### config.mk
export PLATFORM = sky130hd
export DESIGN_NAME = motor_drive
export DESIGN_NICKNAME = d
export VERILOG_FILES = /design/src/rtl/motor_drive.sv
export SDC_FILE = /design/constraint.sdc
export NUM_CORES = 1
export LEC_CHECK = 0
export ABC_CLOCK_PERIOD_IN_PS = 3940
export BUFFER_PORTS_ARGS = -buffer_cell sky130_fd_sc_hd__buf_2
export CAP_MARGIN = 5
export CORE_MARGIN = 2
export CORE_UTILIZATION = 28
export DETAILED_ROUTE_END_ITERATION = 16
export GPL_TIMING_DRIVEN = 0
export PLACE_DENSITY_LB_ADDON = 0.1
export SYNTH_ARGS = -nofsm -noshare
export SYNTH_HDL_FRONTEND = slang
export SYNTH_SLANG_ARGS = --single-unit
### constraint.sdc
create_clock -name clk -period 3.94 [get_ports clk]
set_clock_uncertainty 0.15 [all_clocks]
set_input_delay 0.197 -clock clk [delete_from_list [all_inputs] [get_ports clk]]
set_output_delay 0.197 -clock clk [all_outputs]
set_load 0.03 [all_outputs]
### src/rtl/motor_drive.sv
// motor_drive: dual-channel L298-style H-bridge driver.
// Each channel soft-starts its PWM duty from 0 to DUTY_MAX and holds the bridge
// off for DEAD_CYCLES whenever a running motor is commanded to reverse.
// Optional build macro: MOTOR_DRIVE_BRAKE_EN makes STOP/DEAD drive an active
// short-brake (pair = 11, enable = 1) instead of coasting.
// Channel index 1 = motor A (motorIn[3:2]), index 0 = motor B (motorIn[1:0]).
module motor_drive #(
   parameter int unsigned PWM_BITS    = 8,
   parameter int unsigned DUTY_MAX    = 200,
   parameter int unsigned RAMP_STEP   = 4,
   parameter int unsigned RAMP_DIV    = 500,
   parameter int unsigned DEAD_CYCLES = 1000
) (
   input  logic       clk,
   input  logic       rst,
   input  logic [3:0] motorIn,
   input  logic [1:0] motorEn,
   output logic [3:0] hb_in,
   output logic [1:0] hb_en,
   output logic [1:0] dead_active,
   output logic [1:0] at_speed
);

   localparam int unsigned TMAX = (RAMP_DIV > DEAD_CYCLES) ? RAMP_DIV : DEAD_CYCLES;
   localparam int unsigned TW   = (TMAX > 1) ? $clog2(TMAX) : 1;
   localparam int unsigned DW   = PWM_BITS + 1;

   localparam logic [PWM_BITS-1:0] DUTY_MAX_W = PWM_BITS'(DUTY_MAX);
   localparam logic [DW-1:0]       STEP_W     = DW'(RAMP_STEP);
   localparam logic [TW-1:0]       RAMP_LAST  = TW'(RAMP_DIV - 1);
   localparam logic [TW-1:0]       DEAD_LAST  = TW'(DEAD_CYCLES - 1);

`ifdef MOTOR_DRIVE_BRAKE_EN
   localparam logic [1:0] IDLE_PAIR = 2'b11;
   localparam logic       IDLE_EN   = 1'b1;
`else
   localparam logic [1:0] IDLE_PAIR = 2'b00;
   localparam logic       IDLE_EN   = 1'b0;
`endif

   typedef enum logic [1:0] {
      ST_STOP,
      ST_RAMP,
      ST_RUN,
      ST_DEAD
   } state_e;

   state_e              state_q [2];
   state_e              state_d [2];
   logic [PWM_BITS-1:0] duty_q  [2];
   logic [PWM_BITS-1:0] duty_d  [2];
   logic [1:0]          dir_q   [2];
   logic [1:0]          dir_d   [2];
   logic [TW-1:0]       tmr_q   [2];
   logic [TW-1:0]       tmr_d   [2];
   logic [1:0]          cmd     [2];
   logic [DW-1:0]       ramp_sum[2];
   logic [1:0]          go;

   logic [PWM_BITS-1:0] pwm_q;
   logic [3:0]          hb_in_q, hb_in_d;
   logic [1:0]          hb_en_q, hb_en_d;
   logic [1:0]          dead_q, dead_d;
   logic [1:0]          at_speed_q, at_speed_d;

   // Decode per-channel command: direction pair, "go" qualifier and next ramp duty.
   always_comb begin
      go = '0;
      for (int unsigned ch = 0; ch < 2; ch++) begin
         cmd[ch]      = motorIn[ch*2 +: 2];
         go[ch]       = motorEn[ch] && (cmd[ch] == 2'b10 || cmd[ch] == 2'b01);
         ramp_sum[ch] = {1'b0, duty_q[ch]} + STEP_W;
      end
   end

   // Channel state machines: next state, duty, latched direction and shared ramp/dead timer.
   always_comb begin
      for (int unsigned ch = 0; ch < 2; ch++) begin
         state_d[ch] = state_q[ch];
         duty_d[ch]  = duty_q[ch];
         dir_d[ch]   = dir_q[ch];
         tmr_d[ch]   = tmr_q[ch];
         unique case (state_q[ch])
            ST_STOP: begin
               duty_d[ch] = '0;
               if (go[ch]) begin
                  dir_d[ch]   = cmd[ch];
                  tmr_d[ch]   = '0;
                  state_d[ch] = ST_RAMP;
               end
            end
            ST_RAMP, ST_RUN: begin
               if (!go[ch]) begin
                  duty_d[ch]  = '0;
                  state_d[ch] = ST_STOP;
               end else if (cmd[ch] != dir_q[ch]) begin
                  duty_d[ch]  = '0;
                  tmr_d[ch]   = '0;
                  state_d[ch] = ST_DEAD;
               end else if (state_q[ch] == ST_RUN) begin
                  duty_d[ch] = DUTY_MAX_W;
               end else if (duty_q[ch] >= DUTY_MAX_W) begin
                  state_d[ch] = ST_RUN;
               end else if (tmr_q[ch] == RAMP_LAST) begin
                  tmr_d[ch] = '0;
                  // Sum is one bit wider than duty so a large step cannot wrap past DUTY_MAX.
                  if (ramp_sum[ch] >= {1'b0, DUTY_MAX_W}) begin
                     duty_d[ch]  = DUTY_MAX_W;
                     state_d[ch] = ST_RUN;
                  end else begin
                     duty_d[ch] = ramp_sum[ch][PWM_BITS-1:0];
                  end
               end else begin
                  tmr_d[ch] = tmr_q[ch] + 1'b1;
               end
            end
            ST_DEAD: begin
               duty_d[ch] = '0;
               if (!go[ch]) begin
                  state_d[ch] = ST_STOP;
               end else if (tmr_q[ch] == DEAD_LAST) begin
                  dir_d[ch]   = cmd[ch];
                  tmr_d[ch]   = '0;
                  state_d[ch] = ST_RAMP;
               end else begin
                  tmr_d[ch] = tmr_q[ch] + 1'b1;
               end
            end
            default: begin
               duty_d[ch]  = '0;
               state_d[ch] = ST_STOP;
            end
         endcase
      end
   end

   // Bridge pin values derived from current state; registered below for glitch-free pins.
   always_comb begin
      hb_in_d    = '0;
      hb_en_d    = '0;
      dead_d     = '0;
      at_speed_d = '0;
      for (int unsigned ch = 0; ch < 2; ch++) begin
         unique case (state_q[ch])
            ST_RAMP, ST_RUN: begin
               hb_in_d[ch*2 +: 2] = dir_q[ch];
               hb_en_d[ch]        = (pwm_q < duty_q[ch]);
               at_speed_d[ch]     = (state_q[ch] == ST_RUN);
            end
            ST_DEAD: begin
               hb_in_d[ch*2 +: 2] = IDLE_PAIR;
               hb_en_d[ch]        = IDLE_EN;
               dead_d[ch]         = 1'b1;
            end
            default: begin
               hb_in_d[ch*2 +: 2] = IDLE_PAIR;
               hb_en_d[ch]        = IDLE_EN;
            end
         endcase
      end
   end

   // State, timer, PWM counter and output registers with synchronous reset.
   always_ff @(posedge clk) begin
      if (rst) begin
         for (int unsigned ch = 0; ch < 2; ch++) begin
            state_q[ch] <= ST_STOP;
            duty_q[ch]  <= '0;
            dir_q[ch]   <= '0;
            tmr_q[ch]   <= '0;
         end
         pwm_q      <= '0;
         hb_in_q    <= '0;
         hb_en_q    <= '0;
         dead_q     <= '0;
         at_speed_q <= '0;
      end else begin
         for (int unsigned ch = 0; ch < 2; ch++) begin
            state_q[ch] <= state_d[ch];
            duty_q[ch]  <= duty_d[ch];
            dir_q[ch]   <= dir_d[ch];
            tmr_q[ch]   <= tmr_d[ch];
         end
         pwm_q      <= pwm_q + 1'b1;
         hb_in_q    <= hb_in_d;
         hb_en_q    <= hb_en_d;
         dead_q     <= dead_d;
         at_speed_q <= at_speed_d;
      end
   end

   assign hb_in       = hb_in_q;
   assign hb_en       = hb_en_q;
   assign dead_active = dead_q;
   assign at_speed    = at_speed_q;

endmodule
== Word level (Yosys, flattened, before mapping) ==
Memories as Yosys holds them, arrays and structs flattened.
Index checks and enable logic that the tools add are counted.

* Register bits: 18
* Bits in latches: 0
* Bits in writable memories: 44
* ROM bits: 0
* Output and inout bits: 10
* Logic and storage cells: 134
* Memories kept: 4

* Add/sub/neg operators: 5
* Multipliers: 0
* Divide/modulo/power cells: 0
* $lt $le $gt $ge: 6
* Equal/unequal tests: 16
* Shifts and indexed selects: 0
* Multiplexer cells: 73
* Bitwise logic cells: 10
* Reduce and logical (&&, ||, !) cells: 12

{| class="wikitable"
|+ Memories
! memory !! depth !! bits a word !! read ports !! clocked after memory_dff !! wr ports !! RTL line !! text
|-
| tmr_q || 2 || 10 || 2 || 0 || 2 || 54 || <nowiki>logic [TW-1:0] tmr_q [2];</nowiki>
|-
| duty_q || 2 || 8 || 2 || 0 || 2 || 50 || <nowiki>logic [PWM_BITS-1:0] duty_q [2];</nowiki>
|-
| dir_q || 2 || 2 || 2 || 0 || 2 || 52 || <nowiki>logic [1:0] dir_q [2];</nowiki>
|-
| state_q || 2 || 2 || 2 || 0 || 2 || 48 || <nowiki>state_e state_q [2];</nowiki>
|}

{| class="wikitable"
|+ Operators with widths
! cell !! count
|-
| two-way mux 10 bit || 18
|-
| two-way mux 8 bit || 14
|-
| case mux 10 bit (3 select lines) || 2
|-
| two-way mux 2 bit || 28
|-
| case mux 8 bit (2 select lines) || 2
|-
| adder 10 x 1 -> 10 bit, second input constant || 2
|-
| equality test 10 bit, second input constant || 2
|-
| equality test 10 x 9 -> 1 bit, second input constant || 2
|-
| adder 8 x 3 -> 9 bit, second input constant || 2
|-
| >= comparator 9 x 8 -> 1 bit, second input constant || 2
|-
| >= comparator 8 bit, second input constant || 2
|-
| less-than comparator 8 bit || 2
|-
| equality test 2 bit, second input constant || 6
|-
| case mux 2 bit (3 select lines) || 2
|-
| OR reduction 2 bit || 6
|-
| adder 8 x 1 -> 8 bit, second input constant || 1
|-
| equality test 2 x 1 -> 1 bit, second input constant || 4
|-
| OR 1 bit || 8
|-
| case mux 2 bit (2 select lines) || 2
|-
| two-way mux 1 bit || 5
|-
| zero test 2 bit || 2
|-
| inequality test 2 bit || 2
|-
| logical AND 1 bit || 2
|-
| logical OR 1 bit || 2
|-
| inverter 1 bit || 2
|}

== Logic depth before layout (Yosys ltp) ==
* Depth after elaboration: 10
* Gate-level depth with buffers: 10
* Gate-level depth less buffers: 8

== Worst setup path before layout ==
No wires, ideal clock.

* Kind: reg2reg
* Start point: memory duty_q[0][2]
* End point: memory tmr_q[0][4] in the netlist's numbering
* Setup time: 117 ps
* Arrival time: 2067 ps
* Data required time: 3673 ps
* Slack: 1606 ps
* Cell stages (with the launch flop): 11
* Path buffers: 2
* Period minus slack after synthesis: 2334 ps
* Cells stage by stage: dfxtp_1 > clkbuf_1 > inv_1 > ha_1 > or4_1 > a41o_1 > a21oi_2 > buf_4 > nand4_1 > xor2_1 > nor2_1

{| class="wikitable"
|+ RTL lines
! element !! RTL line
|-
| from (decl) || 50
|-
| to (decl) || 54
|}

==> results.json <==
{
  "status": "finished clean",
  "synth_cells": 399,
  "synth_top_family_by_area": "simple AND/OR/NAND/NOR gates",
  "grt_max_degree": 11,
  "place_congestion": 0.7620,
  "cts_buffers": 9,
  "fin_tns_setup_ns": 0,
  "route.detailed.drc": 0,
  "antennaDiodeCount": 0,
  "clkPwrFrac_pct": 51.2,
  "start_kind": "flop",
  "yosys.area.top_type_share_pct": 34.02,
  "syn_area_per_cell_um2": 8.555,
  "cts_max_path_buffers": 2,
  "hold_buffers": 0,
  "p_total_mw": 1.534,
  "r2r_slack_ns": 1.26,
  "synthSimpleGateAreaFrac_pct": 24.63,
  "synthAdderAreaFrac_pct": 9.897,
  "yosysTopAreaCell": "dfxtp_1",
  "cp.arrival_ns": 2.71,
  "wl_per_cell_um": 13.26,
  "hold_violations": 0,
  "fmax_ghz": 0.3733,
  "sw_frac_of_total_pct": 23.44,
  "dr.pass1.iters": 5,
  "required_ns": 3.97,
  "cp-endpoint": "state_q[0][0]",
  "path_cells": "clkbuf_1 > inv_1 > ha_1 > a31o_2 > a31o_2 > a32oi_1 > a311o_1 > and2_1 > a211oi_2",
  "synth_mux_area_share_pct": 2.053,
  "io_pins": 18,
  "placeableCoreArea_um2": 11960,
  "via_per_inst": 4.913,
  "holdWs_ns": 0.06439,
  "crit_type": "reg2reg",
  "final_max_slew_viol_count": 0,
  "power-per-cell-area_nw_per_um2": 386.3,
  "cts_tree": "built",
  "ys_seq_elements": 58,
  "cap_violations": 0,
  "die_w_um": 114.4,
  "synth_compound_area_share_pct": 16.20,
  "synthesis.nets": 434,
  "grt_pass1_vias": 2601,
  "grt_overflow": 0,
  "max-slew-margin-rel_pct": 51.16,
  "async_reset_ff_share_pct": 0,
  "tightest_slew_ns": 0.7259,
  "ir_worst_vdd_mv": 0.1586,
  "cp_max_fo": 8,
  "pwr-share-seq_pct": 40.1,
  "synth_cell_types": 62,
  "antenna_found_initial": 0,
  "cts_setup_buffers": 0,
  "min_path_type": "in2reg",
  "num_rows": 40,
  "crit_start": "duty_q[0][2]",
  "die_area_um2": 13090,
  "rr_worst_depth": 9,
  "io_buffer_count": 15,
  "cts.sinks": 58,
  "ctsResizeCount": 0,
  "clk_pin_slew_ns": 0.05,
  "intPower_mw": 1.175,
  "worstReg2RegStart": "duty_q[0][2]",
  "yosysSeqAreaShare_pct": 34.02,
  "grt_pass1_wl_um": 13140,
  "cts_root_buffer": "clkbuf_16",
  "syn_area_um2": 3413,
  "cp.depth": 9,
  "combPwrFrac_pct": 8.7,
  "setup_viol": 0,
  "drive_above_1_share_pct": 11.86,
  "synth_edf_count": 0,
  "totalWireLength_um": 7649,
  "finalCriticalPeriod_ns": 2.679,
  "dpl.hpwl_um": 5501,
  "critPathSlowestCell": "dfxtp_1",
  "r2r_end": "state_q[0][0]",
  "finalCritPeriodShare_pct": 67.99,
  "cp_top_family": "compound AO/OA/AOI/OAI gates",
  "postLayoutCoreUtil_pct": 33.20,
  "power_leakage_nw": 1.474,
  "critPathBufInv": 2,
  "worstSetupEndpointType": "flop",
  "areaGrowthSynthToFinish_pct": 16.35,
  "via_count": 2835,
  "initial_core_util_pct": 28.54,
  "timing.critical_path.mode_cell": "a31o_2",
  "synth_flop_cell": "dfxtp_1",
  "max_stage_delay_ns": 0.35,
  "clk_latency_ns": 0.32,
  "die_h_um": 114.4,
  "synth-xor-area-share_pct": 7.955,
  "grt_setup_unrepaired": "no",
  "h-tree-depth": 3,
  "nNetsFinal": 460,
  "final_antenna_net_count": 0,
  "track_usage_pct": 12.60,
  "drtIter0Drc": 118,
  "synth_area_leaders": "dfxtp_1 34%, ha_1 9.9%, xor2_1 6.4%",
  "switchingPower_uw": 359.6,
  "yosysWarningCount": 0
}
-- placed cells by master (no fill, tap or decap), types with 4 or more instances in the layout --
cell,Yosys,final
xnor2_1,6,6
nor3_1,10,10
nand2_1,19,19
a21o_1,12,12
nand2b_1,10,10
clkbuf_16,0,9
ha_1,27,27
buf_2,5,20
nor2_1,51,51
nand4_1,12,12
inv_1,23,23
and2_1,8,8
xor2_1,25,25
mux2i_1,7,7
a21oi_1,14,14
and3_1,5,5
clkbuf_1,7,10
nor2b_1,4,4
nor4_1,6,6
nand3_1,19,19
dfxtp_1,58,58
o21ai_0,8,8
a31oi_1,4,4
-- final cells by class --
type | count | area (um^2)
well taps | 147 | 183.9
multi-input cells | 301 | 2073
repair buffers | 15 | 75.07
clock inverters | 2 | 35.03
inverters | 23 | 86.33
plain buffers | 17 | 92.59
fillers | 1275 | 7990
clock buffers | 14 | 264.0
flip-flops and latches | 58 | 1161
-- cell families after synthesis --
kind of cell	after synthesis
simple gates	162
compound gates	74
mux	7
xor+xnor	31
buf+inv	40
flops	58
fa+ha+maj	27
-- layer usage --
| layer | part of all wire (%) | global-route usage, % | vias to the layer above |
|---|---|---|---|
| met5 | 0 | 0 | - |
| met4 | 1.7 | 6.098 | 0 |
| met1 | 53 | 17.56 | 1349 |
| met2 | 44 | 18.38 | 18 |
| li1 | - | - | 1460 |
| met3 | 1.9 | 2.700 | 8 |
-- state kept, by name, indices dropped and copies added, names as in the netlist --
signal,flops
tmr_q,20
dead_active,2
dir_q,4
duty_q,12
pwm_q,8
at_speed,2
hb_in,4
state_q,4
hb_en,2
-- Yosys cell counts (7+ instances only) --
cell type / number
nand2b_1: 10
and2_1: 8
a21o_1: 12
a21oi_1: 14
clkbuf_1: 7
nand4_1: 12
o21ai_0: 8
nor3_1: 10
mux2i_1: 7
ha_1: 27
nand2_1: 19
nand3_1: 19
dfxtp_1: 58
inv_1: 23
xor2_1: 25
nor2_1: 51
-- power groups by stage --
stage	clock network (mW)	registers (mW)	logic, mW
2_1_floorplan	0	0.626	0.0997
3_3_place_gp	0	0.627	0.133
3_5_place_dp	0	0.628	0.133
4_1_cts	0.809	0.615	0.134
5_1_grt	0.839	0.617	0.152
6_report	0.785	0.616	0.133
-- how the worst min path moves through the flow --
stage          slack [ns]       endpoint      from  cells after the start
2_1_floorplan        0.26  duty_q[0][14]       rst                      2
3_3_place_gp         0.28       pwm_q[0]  pwm_q[0]                      1
3_5_place_dp         0.29       pwm_q[0]  pwm_q[0]                      1
4_1_cts              0.07  duty_q[0][15]       rst                      3
5_1_grt              0.08  duty_q[0][15]       rst                      3
6_report             0.06  duty_q[0][15]       rst                      3
-- worst min-delay path, cell delays in order --
cell     delay (ns)
buf_2          0.08
or4_1          0.15
a31oi_1        0.05
-- through the flow --
stage	cell area, um^2	setup WS [ns]	std cells
after floorplan	3413	1.606	399
after global placement	3672	1.273	561
after detailed placement	3672	1.269	561
after CTS	3971	1.263	577
after global routing	3971	1.031	577
final	3971	1.261	577
No activity file was read; power rests on OpenSTA's default activity.
